File: src/rtl/mdu_ctrl_if.sv
// Request/response bundle between the execute stage and the RV32M multiply/divide controller.
interface mdu_ctrl_if #(parameter int XLEN = 32);
    logic            start;
    logic            flush;
    logic [2:0]      fun3;
    logic [XLEN-1:0] ReadData1;
    logic [XLEN-1:0] ReadData2;
    logic            busy;
    logic            done;
    logic [XLEN-1:0] MDU_Result;

    modport master (output start, flush, fun3, ReadData1, ReadData2,
                    input  busy, done, MDU_Result);
    modport slave  (input  start, flush, fun3, ReadData1, ReadData2,
                    output busy, done, MDU_Result);
endinterface

File: src/rtl/mdu_ctrl.sv
// Iterative RV32M multiply (shift-add) / divide (restoring) controller with pipeline stall.
// Optional MDU_FAST_MUL_EN: single-cycle multiplies computed in PREP with a '*' operator.
module mdu_ctrl #(
    parameter int XLEN = 32
) (
    input logic       clk,
    input logic       rst,
    mdu_ctrl_if.slave bus
);
    typedef enum logic [2:0] {IDLE, PREP, CALC, FIX, DONE} state_t;

    localparam logic [XLEN-1:0] INT_MIN = {1'b1, {(XLEN-1){1'b0}}};

    state_t            state;
    logic [4:0]        cnt;
    logic [2:0]        op;
    logic [XLEN-1:0]   opa, opb;
    logic              sign_a, sign_b;
    logic [XLEN-1:0]   mag_a, mag_b;
    logic [2*XLEN-1:0] acc;
    logic [XLEN-1:0]   quot, rem;
    logic              busy, done;
    logic [XLEN-1:0]   result;

    assign bus.busy       = busy;
    assign bus.done       = done;
    assign bus.MDU_Result = result;

    // Operand signedness from funct3: MULHU/DIVU/REMU unsigned, MULHSU only rs1 signed.
    logic            is_div, a_signed, b_signed, neg_a, neg_b;
    logic [XLEN-1:0] abs_a, abs_b;
    logic            div_zero, div_ovf;
    logic [XLEN-1:0] special_res;

    assign is_div      = op[2];
    assign a_signed    = is_div ? ~op[0] : (op[1:0] != 2'b11);
    assign b_signed    = is_div ? ~op[0] : ~op[1];
    assign neg_a       = a_signed & opa[XLEN-1];
    assign neg_b       = b_signed & opb[XLEN-1];
    assign abs_a       = neg_a ? -opa : opa;
    assign abs_b       = neg_b ? -opb : opb;
    assign div_zero    = is_div & (opb == '0);
    assign div_ovf     = is_div & ~op[0] & (opa == INT_MIN) & (opb == '1);
    assign special_res = div_zero ? (op[1] ? opa : '1) : (op[1] ? '0 : INT_MIN);

    // One multiply step: add multiplicand into the upper half, shift the carry back in.
    logic [XLEN:0] mul_sum;
    assign mul_sum = {1'b0, acc[2*XLEN-1:XLEN]} + (acc[0] ? {1'b0, mag_a} : {(XLEN+1){1'b0}});

    // One restoring divide step on the 33-bit shifted partial remainder.
    logic [XLEN:0]   rem_sh;
    logic [XLEN-1:0] rem_sub;
    logic            q_bit;
    assign rem_sh  = {rem, quot[XLEN-1]};
    assign q_bit   = (rem_sh >= {1'b0, mag_b});
    assign rem_sub = rem_sh[XLEN-1:0] - mag_b;

    logic [2*XLEN-1:0] prod;
    logic [XLEN-1:0]   mul_res, quot_fix, rem_fix, fix_res;
    assign prod     = (sign_a ^ sign_b) ? -acc : acc;
    assign mul_res  = (op[1:0] == 2'b00) ? prod[XLEN-1:0] : prod[2*XLEN-1:XLEN];
    assign quot_fix = (sign_a ^ sign_b) ? -quot : quot;
    assign rem_fix  = sign_a ? -rem : rem;
    assign fix_res  = is_div ? (op[1] ? rem_fix : quot_fix) : mul_res;

`ifdef MDU_FAST_MUL_EN
    logic [XLEN:0]     fa, fb;
    logic [2*XLEN-1:0] fprod;
    logic [XLEN-1:0]   fast_res;
    assign fa       = {a_signed & opa[XLEN-1], opa};
    assign fb       = {b_signed & opb[XLEN-1], opb};
    assign fprod    = {{(XLEN-1){fa[XLEN]}}, fa} * {{(XLEN-1){fb[XLEN]}}, fb};
    assign fast_res = (op[1:0] == 2'b00) ? fprod[XLEN-1:0] : fprod[2*XLEN-1:XLEN];
`endif

    always_ff @(posedge clk) begin
        if (rst) begin
            state  <= IDLE;
            cnt    <= '0;
            op     <= '0;
            opa    <= '0;
            opb    <= '0;
            sign_a <= 1'b0;
            sign_b <= 1'b0;
            mag_a  <= '0;
            mag_b  <= '0;
            acc    <= '0;
            quot   <= '0;
            rem    <= '0;
            busy   <= 1'b0;
            done   <= 1'b0;
            result <= '0;
        end else if (bus.flush && state != IDLE) begin
            state <= IDLE;
            busy  <= 1'b0;
            done  <= 1'b0;
        end else begin
            case (state)
                IDLE: begin
                    done <= 1'b0;
                    if (bus.start) begin
                        op    <= bus.fun3;
                        opa   <= bus.ReadData1;
                        opb   <= bus.ReadData2;
                        busy  <= 1'b1;
                        state <= PREP;
                    end
                end
                PREP: begin
                    sign_a <= neg_a;
                    sign_b <= neg_b;
                    mag_a  <= abs_a;
                    mag_b  <= abs_b;
`ifdef MDU_FAST_MUL_EN
                    if (!is_div) begin
                        result <= fast_res;
                        done   <= 1'b1;
                        state  <= DONE;
                    end else
`endif
                    if (div_zero || div_ovf) begin
                        result <= special_res;
                        done   <= 1'b1;
                        state  <= DONE;
                    end else begin
                        cnt   <= '0;
                        acc   <= {{XLEN{1'b0}}, abs_b};
                        quot  <= abs_a;
                        rem   <= '0;
                        state <= CALC;
                    end
                end
                CALC: begin
                    cnt <= cnt + 5'd1;
                    if (is_div) begin
                        rem  <= q_bit ? rem_sub : rem_sh[XLEN-1:0];
                        quot <= {quot[XLEN-2:0], q_bit};
                    end else begin
                        acc <= {mul_sum, acc[XLEN-1:1]};
                    end
                    if (cnt == 5'd31) state <= FIX;
                end
                FIX: begin
                    result <= fix_res;
                    done   <= 1'b1;
                    state  <= DONE;
                end
                DONE: begin
                    done  <= 1'b0;
                    busy  <= 1'b0;
                    state <= IDLE;
                end
                default: begin
                    busy  <= 1'b0;
                    done  <= 1'b0;
                    state <= IDLE;
                end
            endcase
        end
    end
endmodule
File: src/flat_wrapper.sv
// flat-port wrapper written by rule: the top's interface ports become plain ports
module mdu_ctrl_flat 
#(
    parameter int XLEN = 32
)
  (clk, rst, bus_start, bus_flush, bus_fun3, bus_ReadData1, bus_ReadData2, bus_busy, bus_done, bus_MDU_Result);
  mdu_ctrl_if #(.XLEN(XLEN)) bus_i ();
  input logic clk;
  input logic rst;
  input wire logic [$bits(bus_i.start)-1:0] bus_start;
  input wire logic [$bits(bus_i.flush)-1:0] bus_flush;
  input wire logic [$bits(bus_i.fun3)-1:0] bus_fun3;
  input wire logic [$bits(bus_i.ReadData1)-1:0] bus_ReadData1;
  input wire logic [$bits(bus_i.ReadData2)-1:0] bus_ReadData2;
  output wire logic [$bits(bus_i.busy)-1:0] bus_busy;
  output wire logic [$bits(bus_i.done)-1:0] bus_done;
  output wire logic [$bits(bus_i.MDU_Result)-1:0] bus_MDU_Result;
  assign bus_i.start = bus_start;
  assign bus_i.flush = bus_flush;
  assign bus_i.fun3 = bus_fun3;
  assign bus_i.ReadData1 = bus_ReadData1;
  assign bus_i.ReadData2 = bus_ReadData2;
  assign bus_busy = bus_i.busy;
  assign bus_done = bus_i.done;
  assign bus_MDU_Result = bus_i.MDU_Result;
  mdu_ctrl #(.XLEN(XLEN)) u_core (.clk(clk), .rst(rst), .bus(bus_i));
endmodule
File: config.mk
export PLATFORM = sky130hd
export DESIGN_NAME = mdu_ctrl_flat
export DESIGN_NICKNAME = d
export VERILOG_FILES = /design/src/rtl/mdu_ctrl_if.sv /design/src/rtl/mdu_ctrl.sv /design/src/flat_wrapper.sv
export SDC_FILE = /design/constraint.sdc
export NUM_CORES = 1
export LEC_CHECK = 0
export BUFFER_PORTS_ARGS = -buffer_cell sky130_fd_sc_hd__buf_2
export CORE_MARGIN = 3
export CORE_UTILIZATION = 30
export CTS_CLUSTER_DIAMETER = 40
export DETAILED_ROUTE_END_ITERATION = 12
export SETUP_SLACK_MARGIN = 0.3
export SYNTH_ARGS = -nofsm -noshare
export SYNTH_HDL_FRONTEND = slang
export SYNTH_SLANG_ARGS = --single-unit
File: constraint.sdc
create_clock -name clk -period 6.9 [get_ports clk]
set_input_delay 1.035 -clock clk [delete_from_list [all_inputs] [get_ports clk]]
set_output_delay 1.035 -clock clk [all_outputs]
set_load 0.02 [all_outputs]
==> results by group <==
Outcome
  – Status: finished, final reports clean

Clock tree
  – TritonCTS clock tree: built
  – Hold Buf Count CTS: 0
  – Total setup buffers inserted after CTS: 0
  – Skew-Pair Late Insertion Delay: 600 ps
  – Total CTS buffers: between 50 and 60
  – CTS max path bufs: 3
  – Worst-path clk slew: 60 ps
  – Cts repair resizes: 0
  – Root Buffer: clkbuf_16
  – Num Clock Sinks: 303
  – H-Tree Depth: 2

Synthesis
  – Synth warnings: 0
  – Synth top area share: 29.8%
  – Post-synth EDFFs: 0
  – Avg Inst Size Synth: ~7.3 sq um
  – Register bit total from synthesis: 303
  – Synth Cell Area: just over 20000 sq um
  – Ranking of synthesized cells by area: dfxtp_1, a21oi_1, nand2_1
  – Post-Synth XOR/XNOR Area: 9.31%
  – Largest family of logic cells by synthesized area: compound AO/OA/AOI/OAI gates
  – Synth Area in Adders: under 10%
  – Syn Nets: 2919
  – Synth Instances: 2774
  – Leading area contributor after synthesis: dfxtp_1
  – Ys async rst share: 0%
  – Cell variety after synth: between 80 and 90
  – Post-synthesis compound-gate area fraction: 26.3%
  – Seq/Total Area, Yosys: 29.8%
  – Main synth FF type: dfxtp_1
  – Post-synthesis simple-gate area fraction: 23.4%
  – Mux cell area share after synthesis: 1.58%

Place
  – Cells after DPL: approximately 3600
  – Post-DP HPWL: between 50 and 60 mm
  – RD Place Congestion: 1.01
  – Cell Area, Placed: 21500 sq um
  – Number of port buffers: 104
  – Post-Place Setup Slack: 2650 ps

Global route
  – Initial antenna violation count: 1
  – First-pass GRT wire length: ~120 mm
  – Overall routing resource usage: 20.9%
  – Vias in the first global route: around 19000
  – Pin count of the biggest net entering global routing: 99
  – Total grt overflow: 0

Setup path
  – FF-to-FF setup slack: about 2500 ps
  – WS Path Type: flip-flop to flip-flop
  – Cell count of the worst reg-to-reg path: 8
  – CP most frequent cell: o211ai_1
  – Setup crit end kind: flip-flop
  – CP Launch Type: flip-flop
  – Worst Path Arrival: 4840 ps
  – Req. time, crit path: 7340 ps
  – Max stage delay cell, worst path: and2_2
  – CP Cell Sequence: nor4_1 > and3_1 > nand4_1 > o211ai_1 > and2_2 > o211ai_1 > a21oi_1 > nor3_1
  – Buf/Inv on CP: 0
  – Reg-to-reg endpoint: u_core.bus.MDU_Result[8]$_SDFFE_PP0P_
  – Max Fanout on Critical Path: 51
  – Worst r2r src: u_core.opa[2]$_SDFFE_PP0P_
  – CP top delay family: simple AND/OR/NAND/NOR gates
  – Worst path max stage delay: 970 ps

Power
  – Power Density: 245 nW/um^2
  – Leakage: just over 9 nW
  – Sw power: 1.90 mW
  – Power, Total: approximately 5.7 mW
  – Switching Share: 33.3%
  – Sequential share of power: 33.8%
  – Logic gate share of total power: 20.4%
  – Clock Power Share: around 46%
  – P_int: 3.81 mW
  – Peak VDD IR: 0.174 mV

Floorplan
  – Width of the chip: 266 um
  – Die area: 70900 sq um
  – DIE HEIGHT: 266 um
  – I/O pin cnt: between 100 and 150
  – Initial Utilization: 30.6%
  – # rows: 94
  – Total core area: 66500 sq um

Timing
  – Hold slack: ~460 ps
  – Max Clk Rate: 0.227 GHz
  – Setup Skew: 24.4 ps
  – Final number of hold-violating endpoints: 0
  – Slew Limit Fails: 0
  – Max transition margin: 26.6%
  – Final setup violating endpoints: 0
  – Final Critical Period: 4400 ps
  – Tcrit/Tclk final: 63.8%
  – Final setup margin: ~2500 ps
  – Worst slew pin tran: 1100 ps
  – Post-Route Setup TNS: 0 ps
  – Unrepaired setup endpoints after global routing: no

Drt
  – Routed WL: roughly 77 mm
  – Total number of vias: 20702
  – Routed Antenna Nets: 0
  – Via density: about 5.6
  – DR iter-0 viols: 2292
  – Wire per inst: around 21 um
  – DRT Pass-1 Iters: 6
  – Drc violations: 0

Run
  – Max-cap violations: 0

Cells and area
  – Share of cells above drive strength 1: roughly a tenth
  – Cell Count, Final, Fillers Out: around 3700
  – Layout area overhead: 14.5%
  – Ant. Diodes: 0
  – Final Cell Area: 23300 sq um
  – Final Util: 35.0%
  – Layout net count: 2914

Hold path
  – Hold Startpoint: u_core.mag_a[0]$_SDFFE_PP0P_
  – WHS Endpoint: u_core.mag_a[0]$_SDFFE_PP0P_
  – Hold path depth: 2
  – Hold WC Path Type: flip-flop to flip-flop
## how the worst max path moves through the flow
stage	startpoint	to	cells past startpoint
after floorplan	u_core.acc[0]$_SDFFE_PP0P_	u_core.acc[59]$_SDFFE_PP0P_	14
after global placement	u_core.opa[24]$_SDFFE_PP0P_	u_core.bus.MDU_Result[8]$_SDFFE_PP0P_	8
after detailed placement	u_core.opa[2]$_SDFFE_PP0P_	u_core.bus.MDU_Result[8]$_SDFFE_PP0P_	8
after CTS	u_core.opa[2]$_SDFFE_PP0P_	u_core.bus.MDU_Result[8]$_SDFFE_PP0P_	8
after global routing	u_core.acc[0]$_SDFFE_PP0P_	u_core.acc[59]$_SDFFE_PP0P_	13
final	u_core.opa[2]$_SDFFE_PP0P_	u_core.bus.MDU_Result[8]$_SDFFE_PP0P_	8
## cell type report
class | instances | area, sq um
Fill cell | 6940 | 43200
Multi-Input combinational cell | 2209 | 13300
Sequential cell | 303 | 6070
Clock buffer | 58 | 1390
Tap cell | 864 | 1080
Timing Repair Buffer | 134 | 754
Clock inverter | 39 | 379
Inverter | 69 | 259
## registers in the layout, summed over array words and instances, names as in the netlist
register               cells
u_core.mag_b              32
u_core.bus.MDU_Result     32
u_core.bus.done            1
u_core.opb                32
u_core.op                  3
u_core.rem                32
u_core.sign_b              1
u_core.state               3
u_core.quot               32
u_core.mag_a              32
u_core.sign_a              1
u_core.bus.busy            1
u_core.cnt                 5
u_core.acc                64
u_core.opa                32
## power groups by stage
stage / sequential, mW / clock, mW / combinational [mW]
final: 1.93 / 2.61 / 1.16
after global routing: 1.94 / 2.73 / 1.27
after CTS: 1.92 / 2.66 / 1.14
after detailed placement: 1.96 / 0 / 1.14
after global placement: 1.96 / 0 / 1.14
after floorplan: 1.91 / 0 / 0.847
## kinds of logic after synthesis
group                      after synthesis
and+or+nand+nor                       1031
DFF                                    303
xor gates and xnor gates               216
adders and majority gates               74
AOI/OAI and AO/OA                      856
muxes                                   32
buffers and inverters                  262
## cell usage after synthesis (all sizes together), types with 69 or more instances
cell	count
xor2	91
inv	69
nor3	71
xnor2	125
a21oi	306
nor2	315
a211oi	106
ha	72
o21ai	157
dfxtp	303
nand2	369
clkbuf	173
## routing by layer
layer	global-route usage [%]	vias up	part of all wire, %
met4	7.59	0	3.8
met3	3.26	156	8.2
li1	-	10008	-
met5	0	-	0
met2	31.5	894	42
met1	29.9	9644	46
## worst min-delay path, stage by stage, from the launching register on
cell	delay [ps]
dfxtp_1	310
nand2_1	50
a21oi_1	50
## cell usage in the layout (no fill, tap or decap), drive strengths merged, types with 7 or more instances in the layout
master	instances
or4	30
and2	41
nand2b	18
or3	22
a311oi	13
o31ai	33
nor2b	9
a21o	38
nand4	30
o21ai	157
clkinv	15
and3	12
o41ai	17
nor4	34
o211ai	44
nand2	369
buf	133
nor2	315
ha	72
o22ai	11
clkinvlp	7
clkbuf	59
mux2i	31
nand3	43
xnor2	125
or2	11
a211oi	106
xor2	91
inv	83
dfxtp	303
o21bai	10
a21oi	306
nor3	71
a32oi	9
a21boi	8
o21a	12
a31oi	32
No activity file was read; power rests on OpenSTA's default activity.
